[src/rtl/la_pkg.sv]
// ============================================================================
// Module      : la_pkg
// Description : Shared encodings for the LA / user-project AXIS arbiter.
// Revision    : 1.0 - initial release
// ============================================================================
`default_nettype none

package la_pkg;

    localparam logic [1:0] GNT_IDLE = 2'b00;
    localparam logic [1:0] GNT_UP   = 2'b01;
    localparam logic [1:0] GNT_LA   = 2'b10;

    localparam logic [1:0] LA_TUSER_DEFAULT = 2'b10;

    // Field layout of an LA trace beat; the arbiter forwards it untouched.
    localparam int RC_MSB  = 31;
    localparam int RC_LSB  = 24;
    localparam int SIG_MSB = 23;

    typedef enum logic [1:0] {
        ST_IDLE    = 2'd0,
        ST_LOCK_UP = 2'd1,
        ST_LOCK_LA = 2'd2
    } arb_state_t;

    typedef enum logic {
        SRC_UP = 1'b0,
        SRC_LA = 1'b1
    } src_t;

    function automatic logic [3:0] sat_inc(input logic [3:0] val, input logic [3:0] max);
        return (val >= max) ? max : val + 4'd1;
    endfunction

endpackage

`default_nettype wire

[src/rtl/axis_reg_slice.sv]
// ============================================================================
// Module      : axis_reg_slice
// Description : Single-beat AXIS output register with slot-free indication.
// Revision    : 1.0 - initial release
// ============================================================================
`default_nettype none

module axis_reg_slice #(
    parameter int DATA_WIDTH = 32,
    parameter int USER_WIDTH = 2
) (
    input  logic                    clk,
    input  logic                    rst_n,
    input  logic                    i_load,
    input  logic [DATA_WIDTH-1:0]   i_tdata,
    input  logic [DATA_WIDTH/8-1:0] i_tstrb,
    input  logic [DATA_WIDTH/8-1:0] i_tkeep,
    input  logic                    i_tlast,
    input  logic [USER_WIDTH-1:0]   i_tuser,
    input  logic                    i_tready,
    output logic [DATA_WIDTH-1:0]   o_tdata,
    output logic [DATA_WIDTH/8-1:0] o_tstrb,
    output logic [DATA_WIDTH/8-1:0] o_tkeep,
    output logic                    o_tlast,
    output logic [USER_WIDTH-1:0]   o_tuser,
    output logic                    o_tvalid,
    output logic                    o_slot_free
);

    logic [DATA_WIDTH-1:0]   r_tdata;
    logic [DATA_WIDTH/8-1:0] r_tstrb;
    logic [DATA_WIDTH/8-1:0] r_tkeep;
    logic                    r_tlast;
    logic [USER_WIDTH-1:0]   r_tuser;
    logic                    r_tvalid;

    assign o_slot_free = !r_tvalid || i_tready;

    // i_load is only ever raised while the slot is free, so the payload
    // stays frozen during downstream back-pressure.
    always_ff @(posedge clk or negedge rst_n) begin
        if (!rst_n) begin
            r_tdata  <= '0;
            r_tstrb  <= '0;
            r_tkeep  <= '0;
            r_tlast  <= 1'b0;
            r_tuser  <= '0;
            r_tvalid <= 1'b0;
        end else if (i_load) begin
            r_tdata  <= i_tdata;
            r_tstrb  <= i_tstrb;
            r_tkeep  <= i_tkeep;
            r_tlast  <= i_tlast;
            r_tuser  <= i_tuser;
            r_tvalid <= 1'b1;
        end else if (i_tready) begin
            r_tvalid <= 1'b0;
        end
    end

    assign o_tdata  = r_tdata;
    assign o_tstrb  = r_tstrb;
    assign o_tkeep  = r_tkeep;
    assign o_tlast  = r_tlast;
    assign o_tuser  = r_tuser;
    assign o_tvalid = r_tvalid;

endmodule

`default_nettype wire

[src/rtl/la_axis_arbiter.sv]
// ============================================================================
// Module      : la_axis_arbiter
// Description : Packet-level arbiter merging user-project and LA trace streams.
// Revision    : 1.0 - initial release
// ============================================================================
`default_nettype none

module la_axis_arbiter
    import la_pkg::*;
#(
    parameter int         pDATA_WIDTH    = 32,
    parameter int         pLA_MAX_CONSEC = 4,
    parameter logic [1:0] pLA_TUSER      = LA_TUSER_DEFAULT
) (
    input  logic                     axis_clk,
    input  logic                     axis_rst_n,
    input  logic [pDATA_WIDTH-1:0]   up_tdata,
    input  logic [pDATA_WIDTH/8-1:0] up_tstrb,
    input  logic [pDATA_WIDTH/8-1:0] up_tkeep,
    input  logic                     up_tlast,
    input  logic [1:0]               up_tuser,
    input  logic                     up_tvalid,
    output logic                     up_tready,
    input  logic [pDATA_WIDTH-1:0]   la_tdata,
    input  logic [pDATA_WIDTH/8-1:0] la_tstrb,
    input  logic [pDATA_WIDTH/8-1:0] la_tkeep,
    input  logic                     la_tlast,
    input  logic                     la_tvalid,
    output logic                     la_tready,
    input  logic                     la_hpri_req,
    output logic [pDATA_WIDTH-1:0]   m_tdata,
    output logic [pDATA_WIDTH/8-1:0] m_tstrb,
    output logic [pDATA_WIDTH/8-1:0] m_tkeep,
    output logic                     m_tlast,
    output logic [1:0]               m_tuser,
    output logic                     m_tvalid,
    input  logic                     m_tready,
    output logic [1:0]               grant
);

    localparam logic [3:0] c_LA_MAX = 4'(pLA_MAX_CONSEC);

    arb_state_t r_state;
    src_t       r_last_src;
    logic [3:0] r_consec;
    logic [1:0] r_grant;

    logic w_slot_free;
    logic w_sel_up;
    logic w_sel_la;
    logic w_up_fire;
    logic w_la_fire;

    always_comb begin
        w_sel_up = 1'b0;
        w_sel_la = 1'b0;
        case (r_state)
            ST_IDLE: begin
                if (up_tvalid && la_tvalid) begin
                    // Priority hint wins unless the starvation limit is reached.
                    if (la_hpri_req) begin
                        w_sel_up = (r_consec == c_LA_MAX);
                        w_sel_la = (r_consec != c_LA_MAX);
                    end else begin
                        w_sel_up = (r_last_src == SRC_LA);
                        w_sel_la = (r_last_src == SRC_UP);
                    end
                end else begin
                    w_sel_up = up_tvalid;
                    w_sel_la = la_tvalid;
                end
            end
            ST_LOCK_UP: w_sel_up = 1'b1;
            ST_LOCK_LA: w_sel_la = 1'b1;
            default: begin
                w_sel_up = 1'b0;
                w_sel_la = 1'b0;
            end
        endcase
    end

    assign up_tready = w_slot_free && w_sel_up;
    assign la_tready = w_slot_free && w_sel_la;
    assign w_up_fire = up_tvalid && up_tready;
    assign w_la_fire = la_tvalid && la_tready;

    always_ff @(posedge axis_clk or negedge axis_rst_n) begin
        if (!axis_rst_n) begin
            r_state    <= ST_IDLE;
            r_grant    <= GNT_IDLE;
            r_last_src <= SRC_LA;
            r_consec   <= 4'd0;
        end else begin
            case (r_state)
                ST_IDLE: begin
                    if (w_up_fire) begin
                        r_last_src <= SRC_UP;
                        r_consec   <= 4'd0;
                        if (!up_tlast) begin
                            r_state <= ST_LOCK_UP;
                            r_grant <= GNT_UP;
                        end
                    end else if (w_la_fire) begin
                        r_last_src <= SRC_LA;
                        r_consec   <= up_tvalid ? sat_inc(r_consec, c_LA_MAX) : 4'd0;
                        if (!la_tlast) begin
                            r_state <= ST_LOCK_LA;
                            r_grant <= GNT_LA;
                        end
                    end
                end
                ST_LOCK_UP: begin
                    if (w_up_fire && up_tlast) begin
                        r_state <= ST_IDLE;
                        r_grant <= GNT_IDLE;
                    end
                end
                ST_LOCK_LA: begin
                    if (w_la_fire && la_tlast) begin
                        r_state <= ST_IDLE;
                        r_grant <= GNT_IDLE;
                    end
                end
                default: begin
                    r_state <= ST_IDLE;
                    r_grant <= GNT_IDLE;
                end
            endcase
        end
    end

    assign grant = r_grant;

    axis_reg_slice #(
        .DATA_WIDTH (pDATA_WIDTH),
        .USER_WIDTH (2)
    ) u_slice (
        .clk         (axis_clk),
        .rst_n       (axis_rst_n),
        .i_load      (w_up_fire || w_la_fire),
        .i_tdata     (w_sel_up ? up_tdata : la_tdata),
        .i_tstrb     (w_sel_up ? up_tstrb : la_tstrb),
        .i_tkeep     (w_sel_up ? up_tkeep : la_tkeep),
        .i_tlast     (w_sel_up ? up_tlast : la_tlast),
        .i_tuser     (w_sel_up ? up_tuser : pLA_TUSER),
        .i_tready    (m_tready),
        .o_tdata     (m_tdata),
        .o_tstrb     (m_tstrb),
        .o_tkeep     (m_tkeep),
        .o_tlast     (m_tlast),
        .o_tuser     (m_tuser),
        .o_tvalid    (m_tvalid),
        .o_slot_free (w_slot_free)
    );

endmodule

`default_nettype wire
[config.mk]
export PLATFORM = sky130hd
export DESIGN_NAME = la_axis_arbiter
export DESIGN_NICKNAME = d
export VERILOG_FILES = /design/src/rtl/la_pkg.sv /design/src/rtl/axis_reg_slice.sv /design/src/rtl/la_axis_arbiter.sv
export SDC_FILE = /design/constraint.sdc
export NUM_CORES = 1
export LEC_CHECK = 0
export BUFFER_PORTS_ARGS = -buffer_cell sky130_fd_sc_hd__buf_2
export CORE_MARGIN = 8
export CORE_UTILIZATION = 44
export CTS_CLUSTER_DIAMETER = 50
export CTS_CLUSTER_SIZE = 10
export DETAILED_ROUTE_END_ITERATION = 8
export PLACE_DENSITY = 0.81
export SYNTH_ARGS = -nofsm -noshare
export SYNTH_HDL_FRONTEND = slang
export SYNTH_SLANG_ARGS = --single-unit
[constraint.sdc]
create_clock -name axis_clk -period 2.1 [get_ports axis_clk]
set_input_delay 0.21 -clock axis_clk [delete_from_list [all_inputs] [get_ports axis_clk]]
set_output_delay 0.21 -clock axis_clk [all_outputs]
set_load 0.005 [all_outputs]
Word-level counts from Yosys, hierarchy flattened

Cells that the tools add are included.

$add $sub $neg: 1
$lt $le $gt $ge: 1
Equal/unequal tests: 9
Mux-type cells: 26
Bitwise operators: 1
Reduce and logical (&&, ||, !) cells: 15

Operators with widths:

| cell                                                  | number |
|---|---|
| two-way mux 32 bit                                    | 1 |
| two-way mux 4 bit                                     | 6 |
| two-way mux 2 bit                                     | 7 |
| two-way mux 1 bit                                     | 9 |
| inequality test 3 bit, second input constant          | 3 |
| logical AND 1 bit                                     | 7 |
| case mux 2 bit (3 select lines)                       | 1 |
| AND reduction 5 bit                                   | 1 |
| adder 4 x 1 -> 4 bit, second input constant           | 1 |
| == test 4 x 3 -> 1 bit, second input constant         | 1 |
| >= comparator 4 x 3 -> 1 bit, second input constant   | 1 |
| inequality test 2 bit, second input constant          | 2 |
| inequality test 4 x 3 -> 1 bit, second input constant | 1 |
| case mux 1 bit (2 select lines)                       | 2 |
| nonzero test 2 bit                                    | 2 |
| == test 2 x 1 -> 1 bit, second input constant         | 1 |
| == test 2 bit, second input constant                  | 1 |
| logical NOT 2 bit                                     | 1 |
| logical OR 1 bit                                      | 2 |
| AND reduction 2 bit                                   | 1 |
| logical NOT 1 bit                                     | 1 |
| NOT 1 bit                                             | 1 |

Register bits after elaboration: 51
Bits of input ports: 90

Depth between registers and ports, before layout

Word-level depth: 9
Gate-level depth with buffers: 8
Depth with buffers taken out: 6

Modules after synthesis

From an unflattened synthesis, not the netlist that was laid out.

Cell total of the unflattened synthesis: 188
Area total of the unflattened synthesis: 2,944.1 um2

Modules (own cells, without submodules):

| module          | instances | cells each | area an instance (um2) | seq. area each (um2) |
|---|---|---|---|---|
| axis_reg_slice  | 1         | 94         | 1,835.5                | 1,101.1 |
| la_axis_arbiter | 1         | 94         | 1,108.6                | 176.4 |

Worst setup path after synthesis

OpenSTA, ideal clock, no wires.

Path type: register -> output
From: register r_consec[0]
To: output port up_tready
Arrival time: 1.482 ns
Setup slack: 0.408 ns
Stages on the path, launching flop included: 8
Cell sequence: dfrtp_1 > inv_1 > ha_1 > nand4b_2 > a311o_1 > buf_2 > buf_2 > nor2_1

Cells in the longest elaborated chain, start to end: 5

Ends and longest elaborated chain:

| element                         | line                   | text |
|---|---|---|
| start: declaration              | la_axis_arbiter.sv:45  | `logic [3:0] r_consec;` |
| start signal: assignment        | la_axis_arbiter.sv:105 | `r_consec <= up_tvalid ? sat_inc(r_consec, c_LA_MAX) : 4'd0;` |
| == test 4 x 3 -> 1 bit          | la_axis_arbiter.sv:62  | `w_sel_up = (r_consec == c_LA_MAX);` |
| two-way mux 1 bit               | la_axis_arbiter.sv:61  | `if (la_hpri_req) begin` |
| two-way mux 1 bit               | la_axis_arbiter.sv:59  | `if (up_tvalid && la_tvalid) begin` |
| case mux 1 bit (2 select lines) | la_axis_arbiter.sv:57  | `case (r_state)` |
| logical AND 1 bit               | la_axis_arbiter.sv:82  | `assign up_tready = w_slot_free && w_sel_up;` |
| end: declaration                | la_axis_arbiter.sv:23  | `output logic up_tready,` |

Every way passes these cells.

Worst setup path after layout

From: register r_consec[0]
To: output port la_tready

Cells in the longest elaborated chain, start to end: 5

Ends and longest elaborated chain:

| element                         | line                  | text |
|---|---|---|
| inequality test 4 x 3 -> 1 bit  | la_axis_arbiter.sv:63 | `w_sel_la = (r_consec != c_LA_MAX);` |
| two-way mux 1 bit               | la_axis_arbiter.sv:61 |  |
| two-way mux 1 bit               | la_axis_arbiter.sv:59 |  |
| case mux 1 bit (2 select lines) | la_axis_arbiter.sv:57 |  |
| logical AND 1 bit               | la_axis_arbiter.sv:83 | `assign la_tready = w_slot_free && w_sel_la;` |
| end: declaration                | la_axis_arbiter.sv:29 | `output logic la_tready,` |

Every way passes these cells.

==> impl_metrics.ini <==
[floorplan]
ios = 138
start_util_pct = 45.2
die_h_um = 90.8
num_rows = 27
core-area_um2 = 5440
die_x_um = 90.8
die_area_um2 = 8240

[clock_tree]
cts_max_level = 2
cts_tree = built
postCtsSetupRepairBufs = 0
clockBufferDepth = 2
cts.sinks = 51
clockRootBuffer = clkbuf_8
insertion_delay_ps = 290
cts_made_buffers = 5
path_clk_slew_ps = 90

[global_routing]
first_global_vias = 2549
use_met1_pct = 18.5
grt-busiest-layer = met2
grt_use_total_pct = 17.0
grt_max_degree = 47
met2_usage_pct = 29.7
grt_pass1_wl_um = 11900
antenna_found_initial = 0
gr-total-overflow = 0
use_met3_pct = 7.65

[timing]
final.setup.tns_ps = 0
rsz0062_at_grt = no
setup_viol = 0
clock.fmax_ghz = 0.512
relSlewSlack_pct = 59.3
holdWs_ps = 123
maxSlewViolCount = 0
final-hold-violation-count = 0
clock_skew_ps = 7.44
fin_crit_ps = 1950
tightest_slew_ps = 611
fin_crit_sh_pct = 92.9

[yosys]
synth.net_count = 378
synth_area_leaders = dfrtp_1 (51%), nand2_1 (13%), a31oi_1 (11%)
yosys_warnings = 0
avgSynthCellArea_um2 = 8.60
synth_edf_count = 0
yosysTopAreaCell = dfrtp_1
yosysSeqAreaShare_pct = 51.9
synth-seq-cells = 51
syn_inst = 286
syn_area_um2 = 2460
ys.flop_type = dfrtp_1
ys_types = 31
synth_top_area_share_pct = 50.9
async_flop_share_pct = 100

[power_and_ir_drop]
ir_drop_mv = 0.670
cellPowerDensity_nw_per_um2 = 1250
p_leak_nw = 1.64

[layout]
drive_gt1_share_pct = 38.7
mostFrequentLayoutCell = buf_2
areaGrowthSynthToFinish_pct = 35.0
final_cell_mix = buf_2 (137), nand2_1 (85), dfrtp_1 (50)
final_cells = 491
nets = 510
diodes = 0

[detailed_routing]
vias = 2487
drt_iter0_drc = 104
wirelength_um = 7170
route.detailed.drc = 0
ant_nets = 0
wl_per_cell_um = 14.6
drt_pass1_iterations = 4
via_per_inst = 5.07

[setup_path]
cp_max_fo = 6
crit_type = flop to output pin
required_ps = 1890
crit_path_cell_trace = inv_1 -> ha_1 -> nand4b_4 -> a31o_2 -> nor2_1 -> nor3_1 -> buf_2
crit_path_max_incr_delay_ps = 390
crit_slowest_cell = dfrtp_1
cp_data_arrival_time_ps = 1740
startpoint_type = flop
cp-end-kind = output pin

[placed_design]
dp_cells = 482
port_buffers = 137
gp_congestion = 0.802
dp_hpwl_um = 5580

[worst_hold_path]
min_path_type = input port to flop

[outcome]
status = complete, no violations

[run]
maxCapViolations = 0
## logic make-up after synthesis
logic type	Yosys count	share of synthesized area [%]
adders and majority gates	2	1.02
AOI/OAI and AO/OA	59	16.2
DFF	51	51.9
and+or+nand+nor	150	25.2
buffers and inverters	24	5.65
## worst paths after layout
kind                                         start                 end  slack (ps)  cells after the start
worst max-delay path                   r_consec[0]           la_tready         150                      7
worst min-delay path                      la_tlast            grant[1]         120                      2
worst max register to register         r_consec[0]  u_slice.o_tdata[9]         300                      7
worst min register to register  u_slice.o_tuser[0]  u_slice.o_tuser[0]         530                      2
max in group asynchronous               axis_rst_n          r_last_src        1020                      3
min in group asynchronous               axis_rst_n         r_consec[3]         460                      2
## final cells by class
cell class / instances / area [um^2]
multi-input cells: 211 / 1060
well taps: 72 / 90.1
flip-flops and latches: 51 / 1280
clock buffers: 7 / 96.3
fillers: 494 / 2120
clock inverters: 1 / 7.51
repair buffers: 145 / 773
inverters: 4 / 15.0
## synth_stat cells, types with 2 or more instances
master,count
inv_1,4
nor3_1,3
buf_4,2
a311oi_1,2
a21oi_1,5
nor2b_1,3
a31oi_1,43
nand2_1,85
nand3_1,4
ha_1,2
o22ai_1,2
dfrtp_1,50
clkbuf_1,5
buf_2,9
buf_6,4
nor2_1,46
nand2b_1,3
## metal layers
layer	vias to the layer above	routed length (um)
met5	-	0
met4	0	35
met3	4	728
met2	106	3480
met1	1151	2920
li1	1226	-
## power breakdown
| part | switching (mW) | internal, mW | total [mW] |
|---|---|---|---|
| registers | 0.265 | 1.44 | 1.70 |
| logic | 1.01 | 0.821 | 1.83 |
| clock network | 0.305 | 0.300 | 0.605 |
| total | 1.58 | 2.56 | 4.14 |
## sequential cells by signal, summed over array words and instances, names as in the netlist
name,count
u_slice.o_tdata,32
u_slice.o_tstrb,4
u_slice.o_tvalid,1
u_slice.o_tuser,2
r_last_src,1
u_slice.o_tkeep,4
r_consec,4
grant,2
u_slice.o_tlast,1
## repair_timing
action / 4_1_cts / 5_1_grt
endpoints found under the setup margin: 0 / 2
hold buffers: 1 / 0
endpoints found under the hold margin: 26 / 0
resized for setup: 0 / 1
## through the flow
step / power [mW] / utilization, % / area [um^2] / setup WS, ps
floorplan: 2.79 / - / 2460 / 408
global placement: 3.51 / 58.8 / 3200 / 365
detailed placement: 3.57 / 58.8 / 3200 / 281
CTS: 4.19 / 60.9 / 3310 / 83.7
global route: 4.50 / 61.1 / 3320 / 26.4
finish: 4.14 / 61.1 / 3320 / 149
## worst max-delay path: cells and delay by family (launching register included)
family                     cells  cell delay [ps]
buffers and inverters          2              240
AOI/OAI and AO/OA              1              300
DFF                            1              390
adders and majority gates      1              210
and+or+nand+nor                3              310
(Power assumes the default switching activity.)
